**config.mk**
```make
export PLATFORM = sky130hd
export DESIGN_NAME = hrm_ctrl_seq
export DESIGN_NICKNAME = d
export VERILOG_FILES = /design/src/rtl/hrm_cu_pkg.sv /design/src/rtl/hrm_cu_outdec.sv /design/src/rtl/hrm_ctrl_seq.sv
export SDC_FILE = /design/constraint.sdc
export NUM_CORES = 1
export LEC_CHECK = 0
export ABC_AREA = 0
export CORE_ASPECT_RATIO = 1.25
export CORE_MARGIN = 4
export CORE_UTILIZATION = 45
export CTS_BUF_LIST = sky130_fd_sc_hd__clkbuf_8 sky130_fd_sc_hd__clkbuf_16
export DETAILED_ROUTE_END_ITERATION = 16
export PLACE_DENSITY = 0.77
export SKIP_CTS_REPAIR_TIMING = 1
export SLEW_MARGIN = 25
export SYNTH_ARGS = -nofsm -noshare
export SYNTH_HDL_FRONTEND = slang
export SYNTH_SLANG_ARGS = --single-unit
```
**constraint.sdc**
```tcl
create_clock -name clk -period 2 [get_ports clk]
set_input_delay 0.4 -clock clk [delete_from_list [all_inputs] [get_ports clk]]
set_output_delay 0.4 -clock clk [all_outputs]
set_load 0.01 [all_outputs]
```
**src/rtl/hrm_cu_pkg.sv**
```systemverilog
// hrm_cu_pkg: state encodings, opcodes and datapath select codes
// shared by the HRM control sequencer and its strobe decoder.
package hrm_cu_pkg;

    typedef enum logic [4:0] {
        S_RESET      = 5'd0,
        S_FETCH_I    = 5'd1,
        S_WAIT_KEY   = 5'd2,
        S_LOAD_IR    = 5'd3,
        S_DECODE     = 5'd4,
        S_INBOX      = 5'd5,
        S_OUTBOX     = 5'd6,
        S_INC_PC     = 5'd7,
        S_INC_PC2    = 5'd8,
        S_FETCH_O    = 5'd9,
        S_JUMP       = 5'd10,
        S_JUMPZ      = 5'd11,
        S_JUMPN      = 5'd12,
        S_SET        = 5'd13,
        S_INIT_TIMER = 5'd14,
        S_WAIT_TIMER = 5'd15,
        S_LOAD_AR    = 5'd16,
        S_READMEM    = 5'd17,
        S_READMEM2   = 5'd18,
        S_LOAD_AR2   = 5'd19,
        S_COPYTO     = 5'd20,
        S_COPYFROM   = 5'd21,
        S_ADD        = 5'd22,
        S_SUB        = 5'd23,
        S_BUMPP      = 5'd24,
        S_BUMPN      = 5'd25,
        S_HALT       = 5'd26
    } state_t;

    localparam logic [3:0] OP_INBOX    = 4'h0;
    localparam logic [3:0] OP_OUTBOX   = 4'h1;
    localparam logic [3:0] OP_COPYFROM = 4'h2;
    localparam logic [3:0] OP_COPYTO   = 4'h3;
    localparam logic [3:0] OP_ADD      = 4'h4;
    localparam logic [3:0] OP_SUB      = 4'h5;
    localparam logic [3:0] OP_BUMPP    = 4'h6;
    localparam logic [3:0] OP_BUMPN    = 4'h7;
    localparam logic [3:0] OP_JUMP     = 4'h8;
    localparam logic [3:0] OP_JUMPZ    = 4'h9;
    localparam logic [3:0] OP_JUMPN    = 4'hA;
    localparam logic [3:0] OP_SET      = 4'hB;
    localparam logic [3:0] OP_WAIT     = 4'hC;
    localparam logic [3:0] OP_NOP1     = 4'hD;
    localparam logic [3:0] OP_NOP2     = 4'hE;
    localparam logic [3:0] OP_HALT     = 4'hF;

    localparam logic [1:0] MUXR_IN  = 2'b00;
    localparam logic [1:0] MUXR_MEM = 2'b01;
    localparam logic [1:0] MUXR_IMM = 2'b10;
    localparam logic [1:0] MUXR_ALU = 2'b11;

    localparam logic [2:0] ALU_ADD = 3'b000;
    localparam logic [2:0] ALU_SUB = 3'b001;
    localparam logic [2:0] ALU_INC = 3'b010;
    localparam logic [2:0] ALU_DEC = 3'b011;
    localparam logic [2:0] ALU_NEG = 3'b100;

endpackage

```
**src/rtl/hrm_cu_outdec.sv**
```systemverilog
// hrm_cu_outdec: Moore strobe decoder, maps the sequencer state
// to one-cycle datapath strobes and R/ALU select codes.
module hrm_cu_outdec
    import hrm_cu_pkg::*;
(
    input  state_t     state,
    output logic       wIR,
    output logic       wR,
    output logic       srcA,
    output logic       wM,
    output logic       wAR,
    output logic       wPC,
    output logic       rIn,
    output logic       wO,
    output logic       ijump,
    output logic       branch,
    output logic       rst,
    output logic       halt,
    output logic       enT,
    output logic [1:0] muxR,
    output logic [2:0] aluCtl
);

    always_comb begin
        wIR    = 1'b0;
        wR     = 1'b0;
        srcA   = 1'b0;
        wM     = 1'b0;
        wAR    = 1'b0;
        wPC    = 1'b0;
        rIn    = 1'b0;
        wO     = 1'b0;
        ijump  = 1'b0;
        branch = 1'b0;
        rst    = 1'b0;
        halt   = 1'b0;
        enT    = 1'b0;
        muxR   = MUXR_IN;
        aluCtl = ALU_ADD;
        case (state)
            S_RESET:      rst = 1'b1;
            S_LOAD_IR:    wIR = 1'b1;
            S_INBOX: begin
                rIn  = 1'b1;
                wR   = 1'b1;
                muxR = MUXR_IN;
            end
            S_OUTBOX:     wO = 1'b1;
            S_COPYFROM: begin
                wR   = 1'b1;
                muxR = MUXR_MEM;
            end
            S_SET: begin
                wR   = 1'b1;
                muxR = MUXR_IMM;
            end
            S_ADD: begin
                wR     = 1'b1;
                muxR   = MUXR_ALU;
                aluCtl = ALU_ADD;
            end
            S_SUB: begin
                wR     = 1'b1;
                muxR   = MUXR_ALU;
                aluCtl = ALU_SUB;
            end
            S_BUMPP: begin
                wR     = 1'b1;
                muxR   = MUXR_ALU;
                aluCtl = ALU_INC;
            end
            S_BUMPN: begin
                wR     = 1'b1;
                muxR   = MUXR_ALU;
                aluCtl = ALU_DEC;
            end
            S_COPYTO:     wM = 1'b1;
            S_LOAD_AR:    wAR = 1'b1;
            S_LOAD_AR2: begin
                wAR  = 1'b1;
                srcA = 1'b1;
            end
            S_INC_PC,
            S_INC_PC2:    wPC = 1'b1;
            S_JUMP: begin
                wPC    = 1'b1;
                branch = 1'b1;
                ijump  = 1'b1;
            end
            S_JUMPZ: begin
                wPC    = 1'b1;
                branch = 1'b1;
                aluCtl = ALU_ADD;
            end
            S_JUMPN: begin
                wPC    = 1'b1;
                branch = 1'b1;
                aluCtl = ALU_NEG;
            end
            S_INIT_TIMER: enT = 1'b1;
            S_HALT:       halt = 1'b1;
            default: ;
        endcase
    end

endmodule

```
**src/rtl/hrm_ctrl_seq.sv**
```systemverilog
// hrm_ctrl_seq: HRM CPU control sequencer with NCH I/O channels.
// Build option HRM_CU_STEP_EN adds the single-step WAIT_KEY state.
module hrm_ctrl_seq
    import hrm_cu_pkg::*;
#(
    parameter  int NCH = 2,
    localparam int CHW = (NCH > 1) ? $clog2(NCH) : 1
) (
    input  logic           clk,
    input  logic           i_rst,
    input  logic [7:0]     INSTR,
    input  logic [NCH-1:0] in_empty,
    input  logic [NCH-1:0] out_full,
    input  logic           mem_ack,
    input  logic           busy,
    input  logic           debug,
    input  logic           nxt_instr,
    input  logic           resume,
    output logic           wIR,
    output logic           wR,
    output logic           srcA,
    output logic           wM,
    output logic           wAR,
    output logic           wPC,
    output logic           rIn,
    output logic           wO,
    output logic           ijump,
    output logic           branch,
    output logic           rst,
    output logic           halt,
    output logic           enT,
    output logic [1:0]     muxR,
    output logic [2:0]     aluCtl,
    output logic [CHW-1:0] ch_sel,
    output logic           fault
);

    localparam int NPAD = 1 << CHW;

    state_t           state;
    logic [3:0]       op;
    logic             ind;
    logic [CHW-1:0]   ch_idx;
    logic [NPAD-1:0]  empty_x;
    logic [NPAD-1:0]  full_x;
    logic             unused_bits;

    assign op  = INSTR[7:4];
    assign ind = INSTR[3];

    assign unused_bits = ^{INSTR, debug, nxt_instr};

    if (NCH > 1) begin : g_ch
        assign ch_idx = INSTR[CHW-1:0];
    end else begin : g_ch1
        assign ch_idx = '0;
    end

    // channels past NCH read as permanently empty/full so I/O stalls
    for (genvar i = 0; i < NPAD; i++) begin : g_pad
        if (i < NCH) begin : g_real
            assign empty_x[i] = in_empty[i];
            assign full_x[i]  = out_full[i];
        end else begin : g_none
            assign empty_x[i] = 1'b1;
            assign full_x[i]  = 1'b1;
        end
    end

    always_ff @(posedge clk) begin
        if (i_rst) begin
            state  <= S_RESET;
            ch_sel <= '0;
            fault  <= 1'b0;
        end else begin
            case (state)
                S_RESET:   state <= S_FETCH_I;
`ifdef HRM_CU_STEP_EN
                S_FETCH_I: state <= debug ? S_WAIT_KEY : S_LOAD_IR;
                S_WAIT_KEY: begin
                    if (nxt_instr)
                        state <= S_LOAD_IR;
                end
`else
                S_FETCH_I: state <= S_LOAD_IR;
`endif
                S_LOAD_IR: state <= S_DECODE;
                S_DECODE: begin
                    ch_sel <= ch_idx;
                    case (op)
                        OP_INBOX: begin
                            if (!empty_x[ch_idx])
                                state <= S_INBOX;
                        end
                        OP_OUTBOX: begin
                            if (!full_x[ch_idx])
                                state <= S_OUTBOX;
                        end
                        OP_HALT:  state <= S_HALT;
                        OP_NOP1,
                        OP_NOP2:  state <= S_INC_PC;
                        default:  state <= S_INC_PC2;
                    endcase
                end
                S_INC_PC:  state <= S_FETCH_I;
                S_INC_PC2: state <= S_FETCH_O;
                S_FETCH_O: begin
                    case (op)
                        OP_JUMP:  state <= S_JUMP;
                        OP_JUMPZ: state <= S_JUMPZ;
                        OP_JUMPN: state <= S_JUMPN;
                        OP_SET:   state <= S_SET;
                        OP_WAIT:  state <= S_INIT_TIMER;
                        default:  state <= S_LOAD_AR;
                    endcase
                end
                S_LOAD_AR: begin
                    if (ind)
                        state <= S_READMEM2;
                    else if (op == OP_COPYTO)
                        state <= S_COPYTO;
                    else
                        state <= S_READMEM;
                end
                S_READMEM2: begin
                    if (mem_ack)
                        state <= S_LOAD_AR2;
                end
                S_LOAD_AR2: begin
                    if (op == OP_COPYTO)
                        state <= S_COPYTO;
                    else
                        state <= S_READMEM;
                end
                S_READMEM: begin
                    if (mem_ack) begin
                        case (op)
                            OP_BUMPP:    state <= S_BUMPP;
                            OP_BUMPN:    state <= S_BUMPN;
                            OP_COPYFROM: state <= S_COPYFROM;
                            OP_ADD:      state <= S_ADD;
                            OP_SUB:      state <= S_SUB;
                            default: begin
                                state <= S_HALT;
                                fault <= 1'b1;
                            end
                        endcase
                    end
                end
                S_BUMPP,
                S_BUMPN:   state <= S_COPYTO;
                S_ADD,
                S_SUB,
                S_COPYFROM,
                S_COPYTO,
                S_SET,
                S_INBOX,
                S_OUTBOX:  state <= S_INC_PC;
                S_JUMP,
                S_JUMPZ,
                S_JUMPN:   state <= S_FETCH_I;
                S_INIT_TIMER: state <= S_WAIT_TIMER;
                S_WAIT_TIMER: begin
                    if (!busy)
                        state <= S_INC_PC;
                end
                S_HALT: begin
                    if (resume)
                        state <= S_INC_PC;
                end
                default: begin
                    state <= S_HALT;
                    fault <= 1'b1;
                end
            endcase
        end
    end

    hrm_cu_outdec u_outdec (
        .state  (state),
        .wIR    (wIR),
        .wR     (wR),
        .srcA   (srcA),
        .wM     (wM),
        .wAR    (wAR),
        .wPC    (wPC),
        .rIn    (rIn),
        .wO     (wO),
        .ijump  (ijump),
        .branch (branch),
        .rst    (rst),
        .halt   (halt),
        .enT    (enT),
        .muxR   (muxR),
        .aluCtl (aluCtl)
    );

endmodule
```
# Word level (Yosys, flattened, before mapping)
# Cells that the tools add are included.
totals:
  ff_bits: 7
  latchBits: 0
  ram_bits: 0
  rom_bits: 0
  inputBits: 19
  out_inout_bits: 20
  elab_cells: 101
  memories: 0
op_classes:
  addsub: 0
  n_mul: 0
  div: 0
  order_cmp: 1
  n_eq_ne: 47
  shift: 0
  muxes: 34
  bitwise: 1
  reduce_logical: 15
op_table:
  columns: ["cell", "count"]
  rows:
  - ["$pmux W5 S15", 1]
  - ["$eq A5 B5 Y1 const B", 11]
  - ["$eq A5 B4 Y1 const B", 8]
  - ["$eq A4 B4 Y1 const B", 8]
  - ["$mux W5", 6]
  - ["$pmux W5 S5", 1]
  - ["$reduce_or A25 Y1", 1]
  - ["$eq A5 B3 Y1 const B", 4]
  - ["$pmux W4 S5", 1]
  - ["$pmux W5 S4", 1]
  - ["$mux W1", 19]
  - ["$eq A4 B3 Y1 const B", 4]
  - ["$reduce_or A5 Y1", 3]
  - ["$reduce_or A7 Y1", 2]
  - ["$pmux W3 S4", 1]
  - ["$ne A2 B2 Y1 const B", 5]
  - ["$eq A4 B2 Y1 const B", 2]
  - ["$mux W3", 2]
  - ["$ne A3 B3 Y1 const B", 2]
  - ["$pmux W2 S3", 1]
  - ["$reduce_and A6 Y1", 1]
  - ["$reduce_or A2 Y1", 3]
  - ["$eq A5 B1 Y1 const B", 1]
  - ["$eq A5 B2 Y1 const B", 1]
  - ["other kinds (9)", 9]

# Depth between registers and ports, before layout
logic_depth:
  ltp_word: 5
  mapped_depth: 7
  depth_no_buf: 5

# Hierarchy
# Synthesis repeated with hierarchy kept, for this count alone.
unflattened:
  hier_cells: 186
  hier_area_um2: 1257.5
modules_own_cells:
  columns: ["mod", "n_inst", "cells_per_inst", "area_each_um2", "seq_area_each_um2"]
  rows:
  - ["hrm_ctrl_seq", 1, 141, 967.2, 140.1]
  - ["hrm_cu_outdec", 1, 45, 290.3, 0.0]

# Worst setup path after synthesis
# Ideal clock, no wire load.
synth_path:
  kind: "flip-flop to output port"
  start: "register state[4]"
  end: "output port muxR[1]"
  arrival_time_ns: 1.369
  t_required_ns: 1.600
  setup_slack_ns: 0.231
  stages_incl_launch_ff: 7
  n_path_buf: 3
  cell_sequence: "dfxtp_1 -> buf_2 -> buf_4 -> buf_2 -> or3_1 -> a21o_1 -> o21ai_0"
synth_via:
  elab_chain_len: 3
  elab_cells_between_ends: 8
  classes_between: "6 x eq/ne; 1 x mux; 1 x reduce/logical"
synth_rtl:
  columns: ["element", "line", "text"]
  rows:
  - ["start, declared", "hrm_ctrl_seq.sv:40", "state_t state;"]
  - ["start signal, assigned", "hrm_ctrl_seq.sv:72", "state <= S_RESET;"]
  - ["start signal, assigned", "hrm_ctrl_seq.sv:77", "S_RESET: state <= S_FETCH_I;"]
  - ["start signal, assigned", "hrm_ctrl_seq.sv:85", "S_FETCH_I: state <= S_LOAD_IR;"]
  - ["$eq A5 B5 Y1", "hrm_cu_outdec.sv:40", "case (state)"]
  - ["$reduce_or A4 Y1 (no line)", null, null]
  - ["$pmux W2 S3 (*)", "hrm_cu_outdec.sv:40", null]
  - ["end, declared", "hrm_ctrl_seq.sv:32", "output logic [1:0] muxR,"]
# Mark *: on every way between the ends. The rest lies on a longest branch, timed or not.

# Final worst setup path
layout_path:
  start: "register state[1]"
  end: "output port aluCtl[0]"
layout_via:
  elab_chain_len: 2
  elab_cells_between_ends: 5
  classes_between: "4 x eq/ne; 1 x mux"
layout_rtl:
  columns: ["element", "line", "text"]
  rows:
  - ["$eq A5 B4 Y1 / $eq A5 B5 Y1 (equally long branches)", "hrm_cu_outdec.sv:40", null]
  - ["$pmux W3 S4 (*)", "hrm_cu_outdec.sv:40", null]
  - ["end, declared", "hrm_ctrl_seq.sv:33", "output logic [2:0] aluCtl,"]
# Marked as above.

==> results.md <==
- Slowest CP cell: clkdlybuf4s50_1
- CP Class: reg2out
- Worst hold start: fault$_SDFFE_PP0P_
- Total power: ~0.0026 W
- Reg2Reg Depth: 8
- Max Slew Vio Count: 0
- Syn-to-layout area delta: 76.8%
- I/O pin count: 39
- Reg2Reg Capture Point: state[4]$_SDFFE_PP0P_
- Top_reg_cell synth: dfxtp_1
- First DRT Iteration DRCs: between 200 and 250
- Tot GR Track Use: around 28%
- Max clock buf depth: 2
- TNS Setup: -690 ps
- Row Count: 21
- Post-Layout Cell Count: about 300
- Pre-antenna DRT Iters: 4
- Worst setup margin: -185 ps
- Final setup violation count: 7
- Detail Route Antenna Nets: 0
- Dpl ws: -491 ps
- # DRC: 0
- Worst-Margin Slew: just under 500 ps
- Inserted Diodes: 0
- Worst path cell trace: buf_4 -> nand2_1 -> o22ai_1 -> and3_1 -> clkdlybuf4s50_1
- WL per Instance: 19.8 um
- Reg2Reg Launch Point: state[4]$_SDFFE_PP0P_
- Crit path capture type: primary output
- Vias in the first global route: roughly 1,900
- TritonCTS clock tree: done
- Cell Area, Synth: between 0.001 and 0.0015 mm^2
- Synthesis Warnings: 0
- Detailed placement HPWL: approximately 4200 um
- NumNets Final: roughly 300
- DR vias/cell: roughly 6.6
- Period utilization: 109%
- Clock Skews: 5.38 ps
- Seq cells post-synth: 7
- Initial antenna violation count: 0
- Starting density of the core: between 40% and 50%
- Fmax: between 400 and 500 MHz
- Routed wire length: about 6100 um
- Post-synthesis async set-or-reset flop share: 0%
- Horiz. Die Dim: around 56 um
- Max stage delay on crit path: 530 ps
- Leakage Power: roughly 1.2 nW
- Synth cell types: just over 50
- Status: complete, but fails checks
- H-Tree Level Count: 1
- Cells after Synth: between 150 and 200
- Pwr/cell area: 1150 mW/mm^2
- Syn nets: 215
- Placed insts: approximately 300
- CP max FO: 10
- Slew headroom: 66.9%
- Hold Path Sink: fault$_SDFFE_PP0P_
- # port buffers: 34
- Hold-critical path depth: 1
- Sequential fraction of the synthesis area: between 10% and 20%
- Layout cell share with drive strength beyond 1: approximately 32%
- Core box area: approximately 0.0027 mm^2
- Die Y: between 60 and 70 um
- Util after Layout: between 80% and 90%
- Failing checks: negative setup slack
- Clk_lat worst skew: around 230 ps
- Vias post-DR: 2,054
- Reg-to-reg setup timing slack: -120 ps
- Final min period: 2180 ps
- RSZ-0062 raised after global routing: true
- Routability cong.: 0.973
- CP Launch Type: flip-flop
- Post-synth EDFFs: 0
- Final hold vios: 0
- # clock sinks: 7
- Largest net degree at the start of global routing: 28
- Root Buffer: clkbuf_8
- Max cap viols: 0
- Tightest Hold Check Type: reg2reg
- Clock-pin slew on the worst setup and hold paths: 50 ps
- Worst EP required: around 1600 ps
- First-pass GRT wire length: between 8000 and 9000 um
- GRT overflow: 0
- CTS buffer count: 3
- Mean post-synth cell area: ~6.5 um^2
- Die ar.: roughly 0.0037 mm^2
- CP arrival: approximately 1800 ps
- Worst VDD drop: 0.893 mV
[layout make-up]
cell class	instances	area [um^2]
well taps	34	42.5
inverters	6	22.5
multi-input cells	164	1100
fillers	166	434
clock inverters	1	3.75
clock buffers	3	41.3
flip-flops and latches	7	153
repair buffers	94	887
[power by group]
group / switching [W] / internal [W] / total, W
Sequential: 0.0000813 / 0.000206 / 0.000287
Combinational: 0.00106 / 0.00102 / 0.00209
Clock: 0.0000681 / 0.000133 / 0.000201
[critical path: cells and delay by family, from the launching register on]
kind	cells	cell delay, ps
compound gates	1	170
buf+inv	2	720
flops	1	390
simple gates	2	280
[cells in the mapped netlist, drive strengths merged (2+ instances only)]
master   number  area share [%]
o211ai        2             1.2
or3           2            0.99
a311oi        3             2.1
o22ai         4             2.0
o2111ai       2             1.4
and2          5             2.5
o21ai        12             4.7
nand2        19             5.6
a21oi        18             7.1
inv           6             1.8
nand3         8             3.2
mux2i         2             1.6
a2111oi       3             2.1
a21o          4             2.4
o31a          2             1.5
dfxtp         7              11
nand2b        8             3.9
o21a          2             1.2
nand4         3             2.0
a221oi        2             1.9
a21boi        3             1.8
a211oi        3             1.8
o31ai         3             1.8
nor3         10             3.9
nor2b         8             3.9
buf          19             8.2
o21bai        2             1.2
and3          3             1.5
o22a          2             1.4
nor2         16             4.7
[routing by layer]
metal	global-route usage [%]	wire, um	up-vias
li1	-	-	896
met1	30.7	2120	954
met2	53.8	3070	161
met3	3.44	528	43
met4	14.9	411	0
met5	0	0	-
[layout by cell type (no fill, tap or decap), drive strengths merged, types with 2 or more instances in the layout]
cell type      count
o21a               2
nor2              16
o211ai             2
inv                7
clkdlybuf4s50     14
o2111ai            2
a2111oi            3
nand4              3
dlymetal6s2s      20
clkbuf             4
or3                2
o22ai              4
nor2b              8
nor3              10
o31ai              3
a211oi             3
and3               3
a311oi             3
nand3              8
o22a               2
buf               59
dfxtp              7
a221oi             2
mux2i              2
nand2             19
o21ai             12
a21o               4
nand2b             8
a21boi             3
and2               5
a21oi             18
o21bai             2
o31a               2
[how the worst max path moves through the flow]
stage | cells after the start | slack, ps | startpoint | end
2_1_floorplan | 6 | 230 | state[4]$_SDFFE_PP0P_ | muxR[1]
3_3_place_gp | 8 | -420 | INSTR[4] | fault$_SDFFE_PP0P_
3_5_place_dp | 8 | -490 | INSTR[4] | fault$_SDFFE_PP0P_
6_report | 5 | -180 | state[1]$_SDFFE_PP0P_ | aluCtl[0]
4_1_cts | 5 | -290 | state[2]$_SDFFE_PP0P_ | muxR[1]
5_1_grt | 8 | -230 | state[4]$_SDFFE_PP0P_ | state[4]$_SDFFE_PP0P_
[stage by stage]
stage          instance area [um^2]  hold slack [ps]
2_1_floorplan                  1270              466
3_3_place_gp                   2010              467
3_5_place_dp                   2010              482
4_1_cts                        2050              495
5_1_grt                        2250              511
6_report                       2250              507
[registers in the layout, summed over array words and instances, names as in the netlist]
register  cells
state         5
ch_sel        1
fault         1
[cells by family (layout without fill, tap and decap cells)]
family | after synthesis | count (layout) | synth area share (%)
flip-flops | 7 | 7 | 11.0
AO/OA/AOI/OAI | 75 | 75 | 40.7
buffers and inverters | 25 | 104 | 9.95
AND/OR/NAND/NOR | 85 | 85 | 34.3
multiplexers | 3 | 3 | 3.35
XOR/XNOR | 1 | 1 | 0.690
(Power assumes the default switching activity.)
